**config.mk**
```make
export PLATFORM = sky130hd
export DESIGN_NAME = seg7_rx_decoder_flat
export DESIGN_NICKNAME = d
export VERILOG_FILES = /design/src/rtl/seg7_rx_decoder_if.sv /design/src/rtl/seg7_rx_decoder.sv /design/src/flat_wrapper.sv
export SDC_FILE = /design/constraint.sdc
export NUM_CORES = 1
export LEC_CHECK = 0
export ABC_AREA = 1
export BUFFER_PORTS_ARGS = -buffer_cell sky130_fd_sc_hd__buf_2
export CAP_MARGIN = 10
export CORE_UTILIZATION = 55
export DETAILED_ROUTE_END_ITERATION = 8
export PLACE_DENSITY = 0.8
export SYNTH_ARGS = -nofsm -noshare
export SYNTH_HDL_FRONTEND = slang
export SYNTH_SLANG_ARGS = --single-unit
```
**constraint.sdc**
```tcl
create_clock -name clk -period 3.2 [get_ports clk]
set_clock_uncertainty 0.05 [all_clocks]
set_input_delay 0.16 -clock clk [delete_from_list [all_inputs] [get_ports clk]]
set_output_delay 0.16 -clock clk [all_outputs]
set_load 0.02 [all_outputs]
```
**src/rtl/seg7_rx_decoder_if.sv**
```systemverilog
// seg7_rx_decoder_if: segment input, clear and symbol-stream handshake of the 7-segment receiver
interface seg7_rx_decoder_if;
   logic [6:0] seg_in;
   logic       clr;
   logic       out_valid;
   logic       out_ready;
   logic [4:0] out_sym;
   logic       overflow;
   logic [7:0] err_cnt;
   modport master (output seg_in, clr, out_ready, input out_valid, out_sym, overflow, err_cnt);
   modport slave (input seg_in, clr, out_ready, output out_valid, out_sym, overflow, err_cnt);
endinterface

```
**src/rtl/seg7_rx_decoder.sv**
```systemverilog
// seg7_rx_decoder: synchronize, debounce and decode a 7-segment bus into a symbol FIFO (SEG7_ERR_CNT_EN adds an invalid-pattern counter)
module seg7_rx_decoder #(
   parameter int STABLE_CYCLES = 4,
   parameter int FIFO_DEPTH    = 4
) (
   input logic              clk,
   input logic              rst_n,
   seg7_rx_decoder_if.slave bus
);
   localparam int AW = $clog2(FIFO_DEPTH + 1);
   localparam logic [7:0] STABLE = 8'(STABLE_CYCLES);
   localparam logic [AW-1:0] FULL = AW'(FIFO_DEPTH);
   logic [6:0] sync1_q, sync2_q, cand_q, cand_d, last_q, last_d;
   logic [7:0] cnt_q, cnt_d;
   logic       commit;
   logic [4:0] sym;
   logic [FIFO_DEPTH-1:0][4:0] mem_q, mem_d;
   logic [FIFO_DEPTH-1:0]      vld_q, vld_d;
   logic [AW-1:0] occ_q, occ_d, occ_pop;
   logic ovf_q, ovf_d, pop, push, full;
   assign cand_d = sync2_q != cand_q ? sync2_q : cand_q;
   assign cnt_d  = sync2_q != cand_q ? 8'd1 : (cnt_q < STABLE ? cnt_q + 8'd1 : cnt_q);
   assign commit = cnt_q == STABLE && cand_q != last_q;
   assign last_d = commit ? cand_q : last_q;
   always_comb begin
      sym = 5'd31;
      case (cand_q)
         7'h3F: sym = 5'd0;
         7'h06: sym = 5'd1;
         7'h5B: sym = 5'd2;
         7'h4F: sym = 5'd3;
         7'h66: sym = 5'd4;
         7'h6D: sym = 5'd5;
         7'h7D: sym = 5'd6;
         7'h07: sym = 5'd7;
         7'h7F: sym = 5'd8;
         7'h6F: sym = 5'd9;
         7'h77: sym = 5'd10;
         7'h7C: sym = 5'd11;
         7'h39: sym = 5'd12;
         7'h5E: sym = 5'd13;
         7'h79: sym = 5'd14;
         7'h71: sym = 5'd15;
         7'h00: sym = 5'd16;
         7'h40: sym = 5'd17;
         default: sym = 5'd31;
      endcase
   end
   // Shift-register FIFO: entry 0 is always the head, so out_sym/out_valid are plain flops
   assign full    = occ_q == FULL;
   assign pop     = vld_q[0] && bus.out_ready;
   assign push    = commit && (!full || pop);
   assign occ_pop = occ_q - AW'(pop);
   always_comb begin
      mem_d = pop ? mem_q >> 5 : mem_q;
      for (int i = 0; i < FIFO_DEPTH; i++)
         if (push && AW'(i) == occ_pop) mem_d[i] = sym;
      occ_d = bus.clr ? '0 : occ_pop + AW'(push);
      ovf_d = bus.clr ? 1'b0 : ovf_q | (commit && full && !pop);
      for (int i = 0; i < FIFO_DEPTH; i++)
         vld_d[i] = AW'(i) < occ_d;
   end
   always_ff @(posedge clk or negedge rst_n) begin
      if (!rst_n) begin
         sync1_q <= '0;
         sync2_q <= '0;
         cand_q  <= '0;
         cnt_q   <= '0;
         last_q  <= '0;
         mem_q   <= '0;
         vld_q   <= '0;
         occ_q   <= '0;
         ovf_q   <= 1'b0;
      end else begin
         sync1_q <= bus.seg_in;
         sync2_q <= sync1_q;
         cand_q  <= cand_d;
         cnt_q   <= cnt_d;
         last_q  <= last_d;
         mem_q   <= mem_d;
         vld_q   <= vld_d;
         occ_q   <= occ_d;
         ovf_q   <= ovf_d;
      end
   end
   assign bus.out_valid = vld_q[0];
   assign bus.out_sym   = mem_q[0];
   assign bus.overflow  = ovf_q;
`ifdef SEG7_ERR_CNT_EN
   logic [7:0] err_q;
   always_ff @(posedge clk or negedge rst_n) begin
      if (!rst_n)
         err_q <= '0;
      else if (bus.clr)
         err_q <= '0;
      else if (commit && sym == 5'd31 && err_q != 8'hFF)
         err_q <= err_q + 8'd1;
   end
   assign bus.err_cnt = err_q;
`else
   assign bus.err_cnt = '0;
`endif
endmodule

```
**src/flat_wrapper.sv**
```systemverilog
// flat-port wrapper written by rule: the top's interface ports become plain ports
module seg7_rx_decoder_flat 
#(
   parameter int STABLE_CYCLES = 4,
   parameter int FIFO_DEPTH    = 4
)
  (clk, rst_n, bus_seg_in, bus_clr, bus_out_ready, bus_out_valid, bus_out_sym, bus_overflow, bus_err_cnt);
  seg7_rx_decoder_if bus_i ();
  input logic clk;
  input logic rst_n;
  input wire logic [$bits(bus_i.seg_in)-1:0] bus_seg_in;
  input wire logic [$bits(bus_i.clr)-1:0] bus_clr;
  input wire logic [$bits(bus_i.out_ready)-1:0] bus_out_ready;
  output wire logic [$bits(bus_i.out_valid)-1:0] bus_out_valid;
  output wire logic [$bits(bus_i.out_sym)-1:0] bus_out_sym;
  output wire logic [$bits(bus_i.overflow)-1:0] bus_overflow;
  output wire logic [$bits(bus_i.err_cnt)-1:0] bus_err_cnt;
  assign bus_i.seg_in = bus_seg_in;
  assign bus_i.clr = bus_clr;
  assign bus_i.out_ready = bus_out_ready;
  assign bus_out_valid = bus_i.out_valid;
  assign bus_out_sym = bus_i.out_sym;
  assign bus_overflow = bus_i.overflow;
  assign bus_err_cnt = bus_i.err_cnt;
  seg7_rx_decoder #(.STABLE_CYCLES(STABLE_CYCLES), .FIFO_DEPTH(FIFO_DEPTH)) u_core (.clk(clk), .rst_n(rst_n), .bus(bus_i));
endmodule
```
### Word-level counts from Yosys, hierarchy flattened

Cells that the tools add are included.

| storage, ports and cells | value |
|---|---|
| register bits | 61 |
| output and inout bits | 15 |
| input port bits | 11 |

| operators by class | value |
|---|---|
| $lt $le $gt $ge | 2 |
| reduce and logical (&&, ||, !) cells | 19 |
| add/sub/neg operators | 3 |
| bitwise operators | 1 |
| multiplexer cells | 10 |
| eq/ne operators | 24 |

Operators by type and width:

| kind | number |
|---|---|
| $eq A7 B7 Y1 const B | 13 |
| $pmux W5 S18 | 1 |
| $mux W20 | 1 |
| $mux W5 | 4 |
| $mux W8 | 2 |
| $eq A7 B3 Y1 const B | 2 |
| $eq A7 B6 Y1 const B | 2 |
| $ne A7 B7 Y1 | 2 |
| $reduce_bool A2 Y1 | 5 |
| $logic_and A1 B1 Y1 | 9 |
| $add A8 B1 Y8 const B | 1 |
| $eq A8 B3 Y1 const B | 1 |
| $lt A8 B3 Y1 const B | 1 |
| $logic_not A7 Y1 | 1 |
| $eq A2 B3 Y1 const A | 2 |
| $add A3 B1 Y3 | 1 |
| $eq A1 B3 Y1 const A | 1 |
| $eq A3 B3 Y1 const B | 1 |
| $logic_not A3 Y1 | 1 |
| $lt A1 B3 Y1 const A | 1 |
| $mux W3 | 1 |
| $sub A3 B1 Y3 | 1 |
| $logic_not A1 Y1 | 2 |
| $logic_or A1 B1 Y1 | 1 |
| 2 further kinds | 2 |

### Longest topological paths before layout

| depth | value |
|---|---|
| word-level depth | 7 |
| mapped depth | 15 |
| gate-level depth less buffers | 14 |

### Worst setup path after synthesis

OpenSTA, ideal clock, no wires.

| timing | value |
|---|---|
| path type | reg-to-reg |
| start | reg u_core.vld_q[0] |
| end | reg u_core.mem_q[5] (netlist bit) |
| library setup time | 113 ps |
| cell stages (with the launch flop) | 13 |
| arrival time | 2065 ps |
| path buffers | 1 |
| clock period less this slack | 2228 ps |
| setup slack | 972 ps |
| path through | dfrtp_1 > nand2_1 > inv_1 > buf_2 > ha_1 > ha_1 > inv_1 > nor3_1 > inv_2 > nor2_4 > nand3_1 > nand2_1 > inv_1 |

| on the way | value |
|---|---|
| cells in the longest elaborated chain, start to end | 5 |
| elaborated cells on any way between the ends | 8 |
| classes of those cells | 1 x add/sub; 1 x eq/ne; 1 x mux; 5 x reduce/logical |

RTL lines:

| item | line | text |
|---|---|---|
| from (decl) | seg7_rx_decoder.sv:18 | `logic [FIFO_DEPTH-1:0] vld_q, vld_d;` |
| from (signal assigned) | seg7_rx_decoder.sv:81 | `vld_q <= vld_d;` |
| $logic_and A1 B1 Y1 * | seg7_rx_decoder.sv:51 | `assign pop = vld_q[0] && bus.out_ready;` |
| $sub A3 B1 Y3 / $logic_or A1 B1 Y1 (equally long branches) | seg7_rx_decoder.sv:53, seg7_rx_decoder.sv:52 |  |
| $eq A1 B3 Y1 / $logic_and A1 B1 Y1 (equally long branches) | seg7_rx_decoder.sv:57, seg7_rx_decoder.sv:52 |  |
| $logic_and A1 B1 Y1 | seg7_rx_decoder.sv:57 | `if (push && AW'(i) == occ_pop) mem_d[i] = sym;` |
| $mux W5 / $reduce_bool A2 Y1 (equally long branches) | - |  |
| to (signal assigned) | seg7_rx_decoder.sv:80 | `mem_q <= mem_d;` |
| to (decl) | seg7_rx_decoder.sv:17 | `logic [FIFO_DEPTH-1:0][4:0] mem_q, mem_d;` |

Mark *: on every way between the ends. The rest lies on a longest branch, timed or not.
A chain may end at the register's enable or synchronous reset.

### Final worst setup path

Ends and elaborated chain as after synthesis.

==> flow_summary.ini <==
[floorplanning]
initial_core_util_pct = 58.3
core_sq_um = 6030
io_pins = 26
die_h_microns = 81.9
dieArea_sq_um = 6710
die_w_microns = 81.9
rows = 28

[synthesis]
synth_warnings = 0
synth_top_area_cell = dfrtp_1
netlist_top_cells_area = dfrtp_1 43%, nand2_1 12%, nand3_1 6.0%
synth.avg_cell_area_sq_um = 8.01
async_flop_share_pct = 100
synth_ff_type = dfrtp_1
synth_seq_cells = 61
synth_area_sq_um = 3510
yosysTopAreaCellShare_pct = 43.4
synth_edf_count = 0
synth_cell_types = 35
ys_seq_area_share_pct = 43.4
synthCells = 439

[pwr]
leakage_nw = 1.90
ir_drop_uv = 328
p_per_area_nw_per_um2 = 476

[sta]
fin_tns_setup_ns = 0
fin_crit_sh_pct = 76.8
rsz0062_at_grt = false
hold_viol_final = 0
setup_viol_count_final = 0
clock.fmax_mhz = 407
finalCriticalPeriod_ns = 2.46
slew_headroom_pct = 35.8
fin_ws_ns = 0.742
worstMarginPinSlew_ns = 0.963
finalMaxSlewViolations = 0

[clock_network]
clockBufferDepth = 2
cts_buffers = 9
clkTransAtPathRegs_ns = 0.08
cts_setup_buffers = 0
clkSinkCount = 61
hold_buffers = 8
cts_root_buf = clkbuf_8
h-tree-depth = 3
post_cts_resized = 0
cts_tree = built
insertion_delay_ns = 0.35

[global_routing]
antenna_found_initial = 0
grt_pass1_wl_microns = 10900
grt_usage_pct = 21.9
grt_pass1_vias = 2525
grt_max_degree = 46
gr-total-overflow = 0

[routing]
drt-pass1-iter-count = 5
ant_nets = 0
num_vias = 2643
drtIter0Drc = 234
wl_microns = 6340
post_drt_wl_per_cell_microns = 11.9
post_drt_via_cell_ratio = 4.96
drc = 0

[critical_path]
rr_worst_depth = 12
r2r-end = u_core.mem_q[5]
crit_start = u_core.vld_q[0]
critical_path_class = register to register
rr_startpoint = u_core.vld_q[0]
cp_data_required_time_ns = 3.39
worstPathArrival_ns = 2.65
critPathCapture = u_core.mem_q[5]
rrSetupSlack_ns = 0.74
end_kind = register
critPathMaxFanout = 27
crit_path_start_kind = register

[finish]
final_common_cell = nand2_1
diodes = 0
final_cell_mix = 111 x nand2_1, 61 x dfrtp_1, 45 x inv_1, 44 x nor2_1, 42 x nand3_1
nNetsFinal = 470
drive_gt1_share_pct = 21.0
area_growth_syn_to_layout_pct = 7.26

[placement]
place_ws_ns = 0.783
gp_congestion = 0.885
hpwl_microns = 4710
io_buffers = 17

[flow_run]
drv_cap = 0

[outcome]
outcome = finished clean

[hold_path]
worstHoldPathType = input port to register
## routing by layer
metal  vias to the layer above  share of wire [%]  routed length [microns]  global-route usage, %
li1                       1355                  -                        -                      -
met1                      1213                 47                     2970                   27.0
met2                        65                 48                     3020                   36.3
met3                        10                4.1                      261                   6.33
met4                         0                1.4                       87                   7.89
met5                         -                  0                        0                      0
## synthesized netlist by cell type, types with 2 or more instances
cell type and instances:
a21oi_1 5, nand4_2 2, nand2_2 12, nor2_8 2
nor2_4 3, inv_2 17, nand2_1 111, ha_1 6
inv_1 45, nor2_2 10, buf_4 13, clkbuf_1 9
a21oi_2 2, nor2_1 44, o21ai_1 3, xnor2_1 7
dfrtp_1 61, buf_6 8, nand3_2 4, nand2_4 3
nand4_4 3, nand3_1 42, o21ai_0 11, nor3_1 5
## state kept, by name, indices dropped and copies added (netlist names)
register	count
u_core.last_q	7
u_core.cand_q	7
u_core.bus.out_sym	5
u_core.sync2_q	7
u_core.bus.overflow	1
u_core.vld_q	1
u_core.mem_q	15
u_core.occ_q	3
u_core.cnt_q	8
u_core.sync1_q	7
## cell type report
type	count	area, sq um
fillers	513	2260
multi-input cells	291	1550
flip-flops and latches	61	1530
inverters	63	239
repair buffers	27	180
clock buffers	9	124
well taps	75	93.8
clock inverters	7	57.6
## worst min path at each step
| stage | start | to | slack [ns] | depth (start not counted) |
|---|---|---|---|---|
| floorplan | rst_n | u_core.bus.out_sym[0] | -0.19 | 0 |
| global placement | bus_seg_in[4] | u_core.sync1_q[4] | 0.22 | 1 |
| detailed placement | bus_seg_in[5] | u_core.sync1_q[5] | 0.22 | 1 |
| CTS | bus_clr | u_core.bus.overflow | 0.02 | 3 |
| global route | bus_clr | u_core.bus.overflow | 0.03 | 3 |
| finish | bus_clr | u_core.bus.overflow | 0.03 | 3 |
## cell families after synthesis
kind of cell	share of synthesized area, %
simple gates	35.0
fa+ha+maj	2.14
buf+inv	13.2
flops	43.4
xor+xnor	2.46
compound gates	3.63
other cells	0.107
## critical path, stage by stage, from the launching register on
cell	delay (ns)
dfrtp_1	0.37
nand2_1	0.07
buf_4	0.27
inv_1	0.22
ha_1	0.24
ha_1	0.33
inv_1	0.10
nor3_1	0.25
inv_2	0.07
nor2_4	0.18
nand3_1	0.09
nand2_1	0.07
inv_1	0.04
## power breakdown
part / internal (W) / leakage, nW / switching [W] / total (W)
Clock: 0.000292 / 0.0886 / 0.000339 / 0.000631
Sequential: 0.000801 / 0.796 / 0.0000275 / 0.000829
Combinational: 0.0000960 / 1.01 / 0.000237 / 0.000333
Total: 0.00119 / 1.90 / 0.000604 / 0.00179
## per-stage QoR
stage / utilization (%) / instances / instance area [sq um] / hold WS (ns) / power [W]
after floorplan: - / 446 / 3540 / -0.186 / 0.00111
after global placement: 58.2 / 509 / 3510 / 0.218 / 0.00116
after detailed placement: 58.2 / 509 / 3510 / 0.219 / 0.00117
after CTS: 62.6 / 533 / 3770 / 0.0220 / 0.00181
after global routing: 62.6 / 533 / 3770 / 0.0325 / 0.00188
final: 62.6 / 533 / 3770 / 0.0284 / 0.00179
(Power assumes the default switching activity.)
